## config.mk

```make
export PLATFORM = sky130hd
export DESIGN_NAME = countdown_timer
export DESIGN_NICKNAME = d
export VERILOG_FILES = /design/src/rtl/countdown_timer.sv
export SDC_FILE = /design/constraint.sdc
export NUM_CORES = 1
export LEC_CHECK = 0
export CORE_UTILIZATION = 37
export DETAILED_ROUTE_END_ITERATION = 7
export SLEW_MARGIN = 20
export SYNTH_ARGS = -nofsm -noshare
export SYNTH_HDL_FRONTEND = slang
export SYNTH_SLANG_ARGS = --single-unit
```

## constraint.sdc

```tcl
create_clock -name clk -period 2.3 [get_ports clk]
set_input_delay 0.46 -clock clk [delete_from_list [all_inputs] [get_ports clk]]
set_output_delay 0.46 -clock clk [all_outputs]
set_load 0.1 [all_outputs]
```

## src/rtl/countdown_timer.sv

```systemverilog
// Loadable down-counting timer with one-shot and periodic modes.
// Raises a one-cycle done pulse when the count runs out.
module countdown_timer #(
  parameter int WIDTH = 4
) (
  input  logic             clk,
  input  logic             reset,
  input  logic [WIDTH-1:0] d,
  input  logic             load,
  input  logic             start,
  input  logic             stop,
  input  logic             periodic,
  input  logic             en,
  output logic [WIDTH-1:0] q,
  output logic             busy,
  output logic             expired,
  output logic             done
);

  typedef enum logic [1:0] {
    IDLE    = 2'd0,
    RUN     = 2'd1,
    EXPIRED = 2'd2
  } state_t;

  localparam logic [WIDTH-1:0] ZERO = '0;
  localparam logic [WIDTH-1:0] ONE  = WIDTH'(1);

  state_t           state;
  logic [WIDTH-1:0] rld;
  logic             mode;

  // Timer FSM: load > stop > start > count, done pulses for one cycle
  always_ff @(posedge clk) begin
    if (reset) begin
      state <= IDLE;
      q     <= ZERO;
      rld   <= ZERO;
      mode  <= 1'b0;
      done  <= 1'b0;
    end else begin
      done <= 1'b0;
      if (load) begin
        rld   <= d;
        q     <= d;
        state <= IDLE;
      end else if (stop) begin
        if (state == RUN)
          state <= IDLE;
      end else if (start && state == IDLE) begin
        if (q != ZERO) begin
          mode  <= periodic;
          state <= RUN;
        end
      end else if (start && state == EXPIRED) begin
        if (rld != ZERO) begin
          q     <= rld;
          mode  <= periodic;
          state <= RUN;
        end
      end else if (state == RUN && en) begin
        if (q > ONE) begin
          q <= q - ONE;
        end else if (q == ONE) begin
          done <= 1'b1;
          if (mode) begin
            q <= rld;
          end else begin
            q     <= ZERO;
            state <= EXPIRED;
          end
        end
      end
    end
  end

  // Status flags decode straight from the state register
  always_comb begin
    busy    = (state == RUN);
    expired = (state == EXPIRED);
  end

endmodule

```

# Word-level counts from Yosys, hierarchy flattened
# Cells that the tools add are included.
# totals
reg_bits	12
in_bits	11
output_inout_bits	7
elab_cells	63
# classes
addsub	1
order_cmp	1
eq_ne	12
mux	24
n_bitwise	3
n_reduce_logical	17
# ops
op	count
$mux W4	9
$mux W2	10
$reduce_bool A4 Y1	5
$reduce_and A5 Y1	2
$reduce_and A7 Y1	1
$reduce_or A7 Y1	1
$ne A3 B2 Y1 const B	2
$mux W1	5
$eq A4 B1 Y1 const B	1
$gt A4 B1 Y1 const B	1
$ne A2 B1 Y1 const B	2
$ne A2 B2 Y1 const B	2
$ne A4 B2 Y1 const B	1
$ne A4 B3 Y1 const B	1
$ne A4 B4 Y1 const B	1
$reduce_bool A2 Y1	2
$sub A4 B1 Y4 const B	1
$logic_and A1 B1 Y1	3
$not A1 Y1	3
$reduce_bool A3 Y1	1
$eq A2 B1 Y1 const B	1
$eq A2 B2 Y1 const B	1
$logic_not A2 Y1	1
$reduce_or A2 Y1	1

# Depth between registers and ports, before layout
# logic_depth
ltp_word	8
mapped_depth	6
ltp_nobuf	6

# Worst setup path before layout
# Ideal clock, no wire load.
# synth_path
kind	register to register
from	register q[1]
to	register q[1]
setup_time_ns	0.088
arrival_ns	2.577
required_ns	2.212
slack_ns	-0.366
path_stages_with_launch	7
path_buffers	0
period_less_slack_ns	2.666
path_cell_list	dfxtp_1 > inv_1 > ha_1 > or4b_1 > a21o_1 > or2_4 > o32ai_2
# synth_via
elab_chain_cells	7
word_cells_on_any_way	11
cone_classes	add/sub (1); order compare (1); eq/ne (1); mux (6); reduce/logical (2)
# synth_lines
element	line	text
start: declaration	14	output logic [WIDTH-1:0] q,
start signal: assignment	57	q <= rld;
start signal: assignment	63	q <= q - ONE;
start signal: assignment	67	q <= rld;
$sub A4 B1 Y4 or $gt A4 B1 Y1 (tied branches)	63, 62	
$mux W4	62	if (q > ONE) begin
$mux W4	61	end else if (state == RUN && en) begin
$mux W4	55	end else if (start && state == EXPIRED) begin
$mux W4	50	end else if (start && state == IDLE) begin
$mux W4	47	end else if (stop) begin
$mux W4	43	if (load) begin
# Several ways; a longest one is shown, not always the timed one. The select of a mux whose other input is x is not followed.
# A chain may end at the register's enable or synchronous reset.

# Worst setup path in the final report
# layout_path
from	input start
to	register mode
# layout_via
elab_chain_cells	3
word_cells_on_any_way	7
cone_classes	eq/ne (1); mux (1); reduce/logical (5)
# layout_lines
element	line	text
start: declaration	10	input logic start,
$logic_and A1 B1 Y1 (on tied branches)	50, 55	
$ne A2 B1 Y1 (no line) or $reduce_bool A2 Y1 (tied branches)	n/a	
$reduce_and A5 Y1 (no line)	n/a	
end signal: assignment	52	mode <= periodic;
end signal: assignment	58	mode <= periodic;
end: declaration	31	logic mode;
# Several ways; a longest one is shown, not always the timed one.

==> results.tsv <==
stage	metric	value	unit
synth	synth_warnings	0	
clocking	cts_root_buf	clkbuf_4	
placement	dp_hpwl	1262	microns
sta	rsz0062_at_grt	false	
setup_path	r2r_start	q[1]$_SDFFE_PP0P_	
layout	drive_gt1_share	23.47	%
clocking	cts_setup_buffers	0	
floorplanning	die_h	45.98	microns
detailed_routing	wirelength	1654	microns
clocking	cts_hold_buf	0	
synth	synth_most_common_cell	dfxtp_1	
synth	synth_common_cells	dfxtp_1 (12), nor2_1 (8), a211oi_1 (5), mux2i_1 (5), inv_1 (4)	
floorplanning	ioPinCount	18	
synth	yosys_register_bits	12	
detailed_routing	drt_first_iter_violations	20	
clocking	clk_path_buf_depth	2	
synth	synth_flop_cell	dfxtp_1	
sta	setup_viol	0	
sta	skew	0.002674	ns
floorplanning	die_w	45.98	microns
clocking	clkLatencyLatePin	0.28	ns
setup_path	critPathMaxFanout	2	
placement	io_buffers	17	
floorplanning	initial_core_util	40.57	%
detailed_routing	wl_met2	710	microns
detailed_routing	wl_met1	806	microns
flow_run	maxCapViolCount	0	
synth	synth_edf_count	0	
layout	nNetsFinal	113	
detailed_routing	num_vias	696	
sta	max-slew-margin-rel	57.50	%
sta	worst_slew_pin_slew	0.6316	ns
global_routing	grt-ovfl-total	0	
sta	hold_viol	0	
clocking	htreeDepth	1	
synth	avgSynthCellArea	9.417	sq um
synth	synthCells	76	
detailed_routing	drt_pass1_iterations	6	
sta	final_max_slew_viol_count	0	
setup_path	critPathKind	input pin to register	
synth	yosys.area.top_type	dfxtp_1	
setup_path	critPathLaunchType	input pin	
global_routing	grt_pass1_vias	580	
sta	fin_tns_setup	0	ns
setup_path	crit_path_end_kind	register	
min_path	hold_path_depth	2	
setup_path	cp.required	2.46	ns
synth	synth_top_area_share	33.57	%
power_and_ir_drop	p_per_area	611.8	nW/um^2
global_routing	antenna_found_initial	0	
clocking	cts.sinks	12	
detailed_routing	met3WireLength	112	microns
min_path	holdCritStartpoint	rld[2]$_SDFFE_PP0P_	
layout	syn2layout_area_growth	32.69	%
power_and_ir_drop	max-vdd-ir-drop	0.3261	mV
placement	gp_congestion	0.7774	
layout	finalInstanceArea	949.7	sq um
min_path	hp-class	register to register	
setup_path	reg2reg_slack	0.35	ns
global_routing	grt_pass1_wl	2663	microns
global_routing	grt_max_degree	11	
synth	syn-num-nets	90	
layout	insertedDiodeCount	0	
floorplanning	die-area	2114	sq um
clocking	cts_inserted_buffers	3	
detailed_routing	top_layer	met4	
clocking	cts_tree	built	
detailed_routing	wire_per_inst	13.45	microns
synth	synth_seq_area_share	33.57	%
power_and_ir_drop	leakage	0.0003909	uW
floorplanning	row_count	15	
detailed_routing	viasPerCell	5.659	
clocking	cts-resized-gates	0	
synth	synth.area.top_cells	dfxtp_1 (34%), mux2i_1 (7.0%), a211oi_1 (5.2%), ha_1 (5.2%), a222oi_1 (4.2%)	
sta	fmax	506.4	MHz
synth	synth_area	715.7	sq um
setup_path	worst_ep_arrival_time	2.14	ns
global_routing	grt.total_usage	18.10	%
synth	async_reset_ff_share	0	%
setup_path	worst_r2r_endpoint	q[1]$_SDFFE_PP0P_	
sta	fin_crit	1.975	ns
detailed_routing	route.detailed.drc	0	
placement	postPlaceCellArea	913.4	sq um
status	status	complete, no violations	
floorplanning	fp.coreArea	1764	sq um
synth	yosysUniqueCellTypes	33	
detailed_routing	drtAntennaViolNets	0	
min_path	min_to	rld[2]$_SDFFE_PP0P_	
clocking	clk_pin_slew_worst_paths	0.08	ns
setup_path	worst-r2r-cell-count	6	
sta	period_share	85.85	%
[cell usage in the layout, fill, tap and decap left out, types with 2 or more instances in the layout]
cell type and count:
a21oi_1 3, dfxtp_2 2, a222oi_1 3, clkdlybuf4s50_1 10, buf_4 11, nor2_1 8
a31o_2 2, ha_1 3, nor2b_1 2, dfxtp_1 10, a2111oi_0 2, o31ai_1 3
inv_1 4, nor3_1 2, clkbuf_4 3, a211oi_1 5, xor2_1 2, mux2i_1 5
[registers in the layout (all words and copies together) (netlist names)]
name and count:
mode 1, q 4, rld 4, state 2, done 1
[cells by family (layout without fill, tap and decap cells)]
logic type / count (synthesis) / count (layout) / share of synthesized area (%)
AOI/OAI and AO/OA: 23 / 23 / 26.23
and+or+nand+nor: 24 / 24 / 20.81
muxes: 5 / 5 / 6.993
buffers and inverters: 7 / 29 / 4.720
xor gates and xnor gates: 2 / 2 / 2.448
DFF: 12 / 12 / 33.57
adders and majority gates: 3 / 3 / 5.245
[critical path, stage by stage]
cell and delay [ns]:
clkdlybuf4s50_1 0.46, or3b_2 0.46, a2111oi_0 0.36, buf_4 0.18, mux2i_1 0.16, nor2_1 0.05
[area by class of cell]
cell class | instances | area [sq um]
tap | 25 | 31.28
inverter | 4 | 15.01
fill | 177 | 814.5
clock buffer | 4 | 36.28
multi-input combinational | 57 | 441.7
timing repair buffer | 21 | 182.7
sequential | 12 | 242.7
[worst max-delay path by stage]
stage	from	slack [ns]	cells past startpoint	end
2_1_floorplan	q[1]$_SDFFE_PP0P_	0.004	6	q[1]$_SDFFE_PP0P_
3_3_place_gp	start	-0.08	6	mode$_SDFFE_PP0P_
3_5_place_dp	start	0.03	6	mode$_SDFFE_PP0P_
4_1_cts	start	0.31	6	mode$_SDFFE_PP0P_
5_1_grt	start	0.17	6	mode$_SDFFE_PP0P_
6_report	start	0.33	6	mode$_SDFFE_PP0P_
[per-stage QoR]
step           hold slack (ns)  utilization, %  total power (uW)  setup WS (ns)  instances
3_5_place_dp            0.5210           51.77             409.3        0.02597        119
6_report                0.5325           53.83             581.0         0.3254        123
5_1_grt                 0.5554           53.83             606.0         0.1681        123
4_1_cts                 0.5373           53.83             582.7         0.3064        123
2_1_floorplan           0.4845               -             361.0       0.004235         76
3_3_place_gp            0.5065           51.77             409.9       -0.08041        119
[metal layers]
layer  global-route usage (%)  vias up
li1                         -      345
met1                    25.48      318
met2                    26.76       29
met3                    2.381        4
met4                    8.824        0
met5                        0        -
[power breakdown]
part	switching, uW	internal, uW
logic	106	66.4
clock network	79.1	96.3
registers	13.4	220
Note: power is estimated with default switching activity, not from simulation.
